`src/rtl/conv_mix_n_pkg.sv`:
```
// conv_mix_n_pkg
//   Shared types and constants for the conv_mix_n channel mixer.
//   Contents:
//     state_t            control FSM encoding (IDLE / WAIT / RUN)
//     DLY0_DEF/DLY1_DEF  default window-start delays (cycles)
//     NOUT0_DEF/NOUT1_DEF default output beats per frame
//     clog2()            ceiling log2, usable in parameter expressions
package conv_mix_n_pkg;

   typedef enum logic [1:0] {
      ST_IDLE = 2'd0,
      ST_WAIT = 2'd1,
      ST_RUN  = 2'd2
   } state_t;

   localparam int DLY0_DEF  = 10;
   localparam int DLY1_DEF  = 90;
   localparam int NOUT0_DEF = 576;
   localparam int NOUT1_DEF = 64;

   function automatic int clog2(input int val);
      int res;
      res = 0;
      for (int i = 0; i < 31; i++) begin
         if ((1 << i) < val) res = i + 1;
      end
      return res;
   endfunction

endpackage

```
`src/rtl/sat_add_tree.sv`:
```
// sat_add_tree
//   Registered pairwise adder tree over CH signed lanes, depth T = clog2(CH),
//   DW+T bits internally so no intermediate sum can overflow. The root is
//   clamped to the signed DW-bit range on the way out.
//   Ports:
//     clk   in   clock
//     rstn  in   synchronous active-low reset (clears all tree registers)
//     din   in   CH*DW packed signed lanes, lane k = din[k*DW +: DW]
//     sum   out  DW-bit saturated sum, valid T cycles after din
module sat_add_tree
   import conv_mix_n_pkg::*;
#(
   parameter int CH = 6,
   parameter int DW = 32
) (
   input  logic             clk,
   input  logic             rstn,
   input  logic [CH*DW-1:0] din,
   output logic [DW-1:0]    sum
);

   localparam int T  = clog2(CH);
   localparam int NP = 1 << T;
   localparam int SW = DW + T;

   localparam logic signed [SW-1:0] SAT_HI = {{(T+1){1'b0}}, {(DW-1){1'b1}}};
   localparam logic signed [SW-1:0] SAT_LO = {{(T+1){1'b1}}, {(DW-1){1'b0}}};

   // Heap layout: tap[0..NP-2] are registered adder nodes, tap[NP-1..2NP-2]
   // are the sign-extended input leaves (zero-padded up to a power of two).
   logic signed [SW-1:0] node [NP-1];
   logic signed [SW-1:0] tap  [2*NP-1];

   for (genvar n = 0; n < NP - 1; n++) begin : g_node_tap
      assign tap[n] = node[n];
   end

   for (genvar i = 0; i < NP; i++) begin : g_leaf
      if (i < CH) begin : g_used
         assign tap[NP-1+i] = SW'($signed(din[i*DW +: DW]));
      end else begin : g_pad
         assign tap[NP-1+i] = '0;
      end
   end

   always_ff @(posedge clk) begin
      if (!rstn) begin
         for (int n = 0; n < NP - 1; n++) node[n] <= '0;
      end else begin
         for (int n = 0; n < NP - 1; n++) node[n] <= tap[2*n+1] + tap[2*n+2];
      end
   end

   always_comb begin
      sum = tap[0][DW-1:0];
      if (tap[0] > SAT_HI)      sum = SAT_HI[DW-1:0];
      else if (tap[0] < SAT_LO) sum = SAT_LO[DW-1:0];
   end

endmodule

```
`src/rtl/conv_mix_n.sv`:
```
// conv_mix_n
//   Frame sequencer and output mixer for CH parallel convolution channels.
//   After start, waits DLY(mode) cycles before raising win_start, then accepts
//   beats only when every din_valid lane is set. Mode 0 passes each lane
//   through; mode 1 broadcasts the saturated cross-channel sum. Both paths
//   share T+1 cycles of latency and end in a registered ReLU.
//   Ports:
//     clk        in   clock
//     rstn       in   synchronous active-low reset
//     start      in   frame enable, held high for the frame
//     mode       in   0 = per-lane, 1 = summed broadcast (latched at frame start)
//     din_valid  in   CH per-lane valids
//     din        in   CH*DW packed signed lanes
//     win_start  out  high while in RUN
//     din_ready  out  copy of win_start
//     dout_valid out  output beat valid
//     dout       out  CH*DW ReLU outputs
//     done       out  one-cycle pulse after the last beat of a frame
//     align_err  out  sticky: din_valid seen partially set
//
//   state   | meaning
//   --------+----------------------------------------------------
//   IDLE    | waiting for start; mode latched on exit
//   WAIT    | counting DLY(mode_q) cycles before opening the window
//   RUN     | win_start high, beats accepted
module conv_mix_n
   import conv_mix_n_pkg::*;
#(
   parameter int CH    = 6,
   parameter int DW    = 32,
   parameter int DLY0  = DLY0_DEF,
   parameter int DLY1  = DLY1_DEF,
   parameter int NOUT0 = NOUT0_DEF,
   parameter int NOUT1 = NOUT1_DEF
) (
   input  logic             clk,
   input  logic             rstn,
   input  logic             start,
   input  logic             mode,
   input  logic [CH-1:0]    din_valid,
   input  logic [CH*DW-1:0] din,
   output logic             win_start,
   output logic             din_ready,
   output logic             dout_valid,
   output logic [CH*DW-1:0] dout,
   output logic             done,
   output logic             align_err
);

   localparam int T    = clog2(CH);
   localparam int DMAX = (DLY0 > DLY1) ? DLY0 : DLY1;
   localparam int NMAX = (NOUT0 > NOUT1) ? NOUT0 : NOUT1;
   localparam int DCW  = clog2(DMAX + 1);
   localparam int NCW  = clog2(NMAX + 1);

   state_t           state_q;
   state_t           state_d;
   logic             mode_q;
   logic [DCW-1:0]   dly_cnt;
   logic [DCW-1:0]   dly_tc;
   logic [NCW-1:0]   beat_cnt;
   logic [NCW-1:0]   nout_tc;
   logic             enter_wait;
   logic             all_v;
   logic             part_v;
   logic             accept;
   logic [T-1:0]     vld_pipe;
   logic [CH*DW-1:0] lane_dly [T];
   logic [DW-1:0]    tree_sum;
   logic [CH*DW-1:0] pre_relu;
   logic [CH*DW-1:0] relu_d;

   assign dly_tc     = mode_q ? DCW'(DLY1 - 1) : DCW'(DLY0 - 1);
   assign nout_tc    = mode_q ? NCW'(NOUT1 - 1) : NCW'(NOUT0 - 1);
   assign enter_wait = (state_q == ST_IDLE) && start;

   always_ff @(posedge clk) begin
      if (!rstn) state_q <= ST_IDLE;
      else       state_q <= state_d;
   end

   always_comb begin
      state_d = state_q;
      case (state_q)
         ST_IDLE: if (start) state_d = ST_WAIT;
         ST_WAIT: begin
            if (!start)                state_d = ST_IDLE;
            else if (dly_cnt == dly_tc) state_d = ST_RUN;
         end
         ST_RUN:  if (!start) state_d = ST_IDLE;
         default: state_d = ST_IDLE;
      endcase
   end

   always_comb begin
      win_start = (state_q == ST_RUN);
   end

   assign din_ready = win_start;

   always_ff @(posedge clk) begin
      if (!rstn) begin
         dly_cnt <= '0;
         mode_q  <= 1'b0;
      end else if (enter_wait) begin
         dly_cnt <= '0;
         mode_q  <= mode;
      end else if (state_q == ST_WAIT) begin
         dly_cnt <= dly_cnt + 1'b1;
      end
   end

   assign all_v  = &din_valid;
   assign part_v = (|din_valid) && !all_v;
   assign accept = win_start && all_v;

   always_ff @(posedge clk) begin
      if (!rstn)       align_err <= 1'b0;
      else if (part_v) align_err <= 1'b1;
   end

   // Mode 0 lanes ride a T-deep delay line that matches the adder tree.
   always_ff @(posedge clk) begin
      if (!rstn) begin
         vld_pipe <= '0;
         for (int i = 0; i < T; i++) lane_dly[i] <= '0;
      end else begin
         vld_pipe[0] <= accept;
         lane_dly[0] <= din;
         for (int i = 1; i < T; i++) begin
            vld_pipe[i] <= vld_pipe[i-1];
            lane_dly[i] <= lane_dly[i-1];
         end
      end
   end

   sat_add_tree #(
      .CH (CH),
      .DW (DW)
   ) u_tree (
      .clk  (clk),
      .rstn (rstn),
      .din  (din),
      .sum  (tree_sum)
   );

   assign pre_relu = mode_q ? {CH{tree_sum}} : lane_dly[T-1];

   always_comb begin
      relu_d = '0;
      for (int k = 0; k < CH; k++) begin
         if (!pre_relu[k*DW+DW-1]) relu_d[k*DW +: DW] = pre_relu[k*DW +: DW];
      end
   end

   always_ff @(posedge clk) begin
      if (!rstn) begin
         dout_valid <= 1'b0;
         dout       <= '0;
      end else begin
         dout_valid <= vld_pipe[T-1];
         if (vld_pipe[T-1]) dout <= relu_d;
      end
   end

   always_ff @(posedge clk) begin
      if (!rstn) begin
         beat_cnt <= '0;
         done     <= 1'b0;
      end else begin
         done <= 1'b0;
         if (enter_wait) begin
            beat_cnt <= '0;
         end else if (dout_valid) begin
            if (beat_cnt == nout_tc) begin
               beat_cnt <= '0;
               done     <= 1'b1;
            end else begin
               beat_cnt <= beat_cnt + 1'b1;
            end
         end
      end
   end

endmodule

```
`config.mk`:
```
export PLATFORM = sky130hd
export DESIGN_NAME = conv_mix_n
export DESIGN_NICKNAME = d
export VERILOG_FILES = /design/src/rtl/conv_mix_n_pkg.sv /design/src/rtl/sat_add_tree.sv /design/src/rtl/conv_mix_n.sv
export SDC_FILE = /design/constraint.sdc
export NUM_CORES = 2
export LEC_CHECK = 0
export ABC_CLOCK_PERIOD_IN_PS = 5200
export CAP_MARGIN = 10
export CORE_AREA = 2 2 316 225
export CTS_CLUSTER_SIZE = 12
export DETAILED_ROUTE_END_ITERATION = 8
export DIE_AREA = 0 0 318 227
export PLACE_DENSITY = 0.81
export SYNTH_ARGS = -nofsm -noshare
export SYNTH_HDL_FRONTEND = slang
export SYNTH_SLANG_ARGS = --single-unit
```
`constraint.sdc`:
```
create_clock -name clk -period 5.2 [get_ports clk]
set_input_delay 0.78 -clock clk [delete_from_list [all_inputs] [get_ports clk]]
set_output_delay 0.78 -clock clk [all_outputs]
set_load 0.02 [all_outputs]
```
==> run summary <==
In the routed layout, each cell is associated on average with a via count of 5.57. Overall overflow remaining after global route: 0. The critical path endpoint category was a register. The number of global-route vias before repair is 26000, and the ratio of cells with drive above 1 in the final layout is 0.0428.

Area of combinational cells with multiple inputs: 16900 µm². The post-synthesis share of cell area spent on and, or, nand and nor gates came out at 0.206. The floorplan step defined a die boundary enclosing 72200 µm². The adder-cell share of the synthesized area works out to 0.0578. The number of placed instances with taps included is 4945, and the data required time at the worst endpoint is 5.79 ns.

Among all flip-flop cells after synthesis, the most frequent one is dfxtp_1. The tools report the combinational cell fraction of total power as 0.133. With fillers left out, the area of the finished cells amounts to 44900 µm².

The fraction of registers with async set or reset after synthesis is 0. Cell count after synthesis: 3824. The number of buffers inserted by post-CTS setup repair is 0, and the clock insertion delay at the later pin of the skew report is 0.66 ns.

A synthesized cell averages 9.86 µm². Measured along the x axis, the die boundary spans 318 µm. For the final-report hold violation count, the log shows 0. The sum of routed wire length over all layers is 115000 µm.

The family with the most delay on the worst path was compound AO/OA/AOI/OAI gates. The logs give 0 for the count of pins over their slew limit and 0.546 for the starting density of the core. Highest net fanout along the worst path: 4. Compared with the post-synthesis result, the final layout area differs by 19.2%. The first global-routing pass estimated 166000 µm of wire. The Yosys step of the flow raised 0 warnings. The core area is 69000 µm², and the quantity of hold-fixing buffers added after cts is 0. The placed cell area came out at 42200 µm².

The flow ran to the end, and the final reports show no timing, DRC or antenna violations. Input and output buffers added on the ports amount to 392. The number of antenna violations at the first check in global routing was 22.

The signal on the critical path passes through clkdlybuf4s50_1 > ha_1 > fa_1 > a211oi_1 > nor2_1 > a2111oi_2 > nor3_1 > nor2_1 > a221oi_1 > o21ai_1 > o2bb2ai_1 > mux2i_1. The clock passes through at most 3 buffers. The root cell of the clock tree was clkbuf_16.

The register area share after synthesis came out at 0.526. On the critical path, the stage with the largest delay is an instance of a2111oi_2. Across the run, the number of max-cap violations was 0. The routed layout has 28300 vias. Ranked by instance count, the synthesized netlist is headed by dfxtp_1, and2_1, a21oi_1, nor2_1, nand2b_1. Setup repair after global routing left no endpoint under its margin.

Registers take 19800 µm². The post-synthesis cell type with the largest combined area is dfxtp_1. At the end of routability-driven placement, the weighted congestion stood at 0.955.

The layout has 5398 filler cells. After clock tree synthesis, the clock-pin slew on the worst setup and hold paths is 0.06 ns. After detailed routing, the average wire length per cell comes to 22.6 µm. Summed over all nets, the switching power comes to 4.39 mW.

The post-cts resize count came out at 0. The critical path arrival is 4.00 ns. Row generation in the floorplan step produced 81 rows. The multiplexer area fraction after synthesis is 0.00266, and the global-route total usage across every layer is 0.310.

Sorting the synthesized cells by area gives the leading types as dfxtp_1, and2_1, ha_1, a21oi_1, o211ai_1. Once layout is complete, the cells apart from fillers number 5077. Counting the buffers created by CTS gives 96.

dfxtp_1 is the most common cell in the netlist. Number of synthesized flops with an enable pin: 0. By instance count, the cell type seen most on the critical path is nor2_1. The clock drives 990 sinks.

The slew at the pin closest to its max-slew limit came out at 1.05 ns. After synthesis the cells add up to 37700 µm². TritonCTS built the clock tree.

The worst path buffer plus inverter count is 1. The portion of the clock cycle consumed by the worst path in the final layout works out to 0.657. The internal power of the cells totals 12.4 mW. Summing internal, switching and leakage power gives 16.8 mW. The worst setup path is launched from a primary input. The H-tree was split into 3 levels.

The switching power share of the total is 0.262. For the number of iterations in the first detailed-routing pass, the log shows 6. For this design the static power due to leakage is 17.8 nW.

The tools report the count of different cell masters after synthesis as 79. In the final timing run, aggregate negative setup slack is 0 ns. The tightest hold path in the finished design has a slack of 0.414 ns. The worst hold path belongs to the class reg2reg. Portion of synthesized cell area occupied by the leading cell type: 0.526. The normalized max-slew margin came out at 0.296. In this run, the number of DRC markers left after iteration 0 of detailed routing was 3006.

Xor-xnor portion of the synthesized cell area: 0.0314. The post-detailed-route count of antenna-violating nets is 0, and the portion of total power attributed to the clock network is 0.377. The ratio of total power to cell area works out to 373 nW/µm². The final layout contains 4503 nets. The highest ir drop seen on vdd came out at 0.246 mV.

The run gives 0.490 as the sequential fraction of design power. In this design, the stage delay of the slowest critical-path cell is 0.56 ns. The complex-gate fraction of the synthesized area is 0.149. Once detailed placement completed, the half-perimeter wirelength came to 82400 µm.

The critical path is of the in2reg type. During I/O placement, the number of pins put on the boundary was 399. Maximum clock rate: 0.293 GHz. The die height is 227 µm, and the pin count of the biggest net entering global routing is 256. Setup violations remaining at the end of the flow were counted as 0. Number of storage elements in the synthesis netlist: 990. By area, the combinational part of the netlist is dominated by simple AND/OR/NAND/NOR gates. The DRC violation count after routing is 0, and the post-route minimum period is 3.42 ns. For the clock tree skew after final layout, the log shows 0.0237 ns.
-- metal layers --
metal  part of all wire  vias up  global-route usage
li1                   -    13600                   -
met1               0.46    13300               0.448
met2               0.40     1177               0.430
met3               0.11      202               0.102
met4              0.035       16               0.110
met5            0.00085        -                   0
-- layout by cell type (no fill, tap or decap), types with 5 or more instances in the layout --
master           netlist  routed
ha_1                 166     166
or3_1                 10      10
clkdlybuf4s50_1        0     391
a211oi_1              19      19
xor2_1                68      68
clkbuf_8               0       8
nor2b_1               24      24
a21oi_1              341     335
a41oi_1                7       7
buf_4                  7      10
a21o_1               105     105
mux2i_1               10      10
nor3_1                34      34
o21ai_0               82      81
a221oi_1               6       6
nand4_1               24      24
and3_1                17      17
o211ai_1             190     190
o21bai_1              21      21
and4_1                 8       8
nand2_1              115     115
conb_1                 1       6
clkbuf_16              0      97
xnor2_1               67      67
nor3b_1               11      11
a31oi_1               20      20
nand2b_1             203     203
o21a_1                12      12
and2_1               636     636
nor2_1               240     240
o21ai_1                6       7
fa_1                   5       5
dfxtp_1              990     988
nand3_1               42      42
inv_1                 58      58
clkbuf_1             181      11
or2_2                 10      10
-- area by class of cell --
type | count | area share
multi-input combinational | 2578 | 0.377
timing repair buffer | 405 | 0.0905
antenna | 4 | 0.000223
clock inverter | 12 | 0.00329
inverter | 59 | 0.00510
sequential | 990 | 0.441
clock buffer | 116 | 0.0574
tap | 913 | 0.0254
-- through the flow --
stage | worst slack (ns) | util
after floorplan | 2.13 | -
after global placement | 1.21 | 0.611
after detailed placement | 1.19 | 0.611
after CTS | 1.82 | 0.651
after global routing | 1.59 | 0.651
final | 1.78 | 0.651
-- power groups by stage --
stage	clock network (mW)	registers [mW]	logic (mW)
after floorplan	0	8.23	1.45
after global placement	0	8.36	2.16
after detailed placement	0	8.36	2.17
after CTS	6.39	8.20	2.19
after global routing	6.70	8.24	2.42
final	6.33	8.21	2.23
-- path summary, 6_finish.rpt --
check,start,slack (ns),to,cells past startpoint
setup / recovery,din[0],1.78,u_tree.node[0][133],12
hold / removal,lane_dly[0][300],0.41,lane_dly[0][492],1
setup reg to reg,u_tree.node[0][70],2.01,u_tree.node[0][28],11
hold reg to reg,lane_dly[0][300],0.41,lane_dly[0][492],1
-- state kept, by name, summed over array words and instances (netlist names), 2 cells and up --
signal,cells
dout,186
lane_dly,576
state_q,2
dly_cnt,7
u_tree.node,202
beat_cnt,10
vld_pipe,3
-- cells by family (layout without fill, tap and decap cells) --
| kind of cell | count (synthesis) | count (layout) |
|---|---|---|
| other | 1 | 10 |
| AOI/OAI and AO/OA | 867 | 867 |
| buffers and inverters | 261 | 592 |
| adders and majority gates | 171 | 171 |
| muxes | 10 | 10 |
| and+or+nand+nor | 1389 | 1389 |
| xor gates and xnor gates | 135 | 135 |
| DFF | 990 | 990 |
Power figures use the tool's default switching activity.
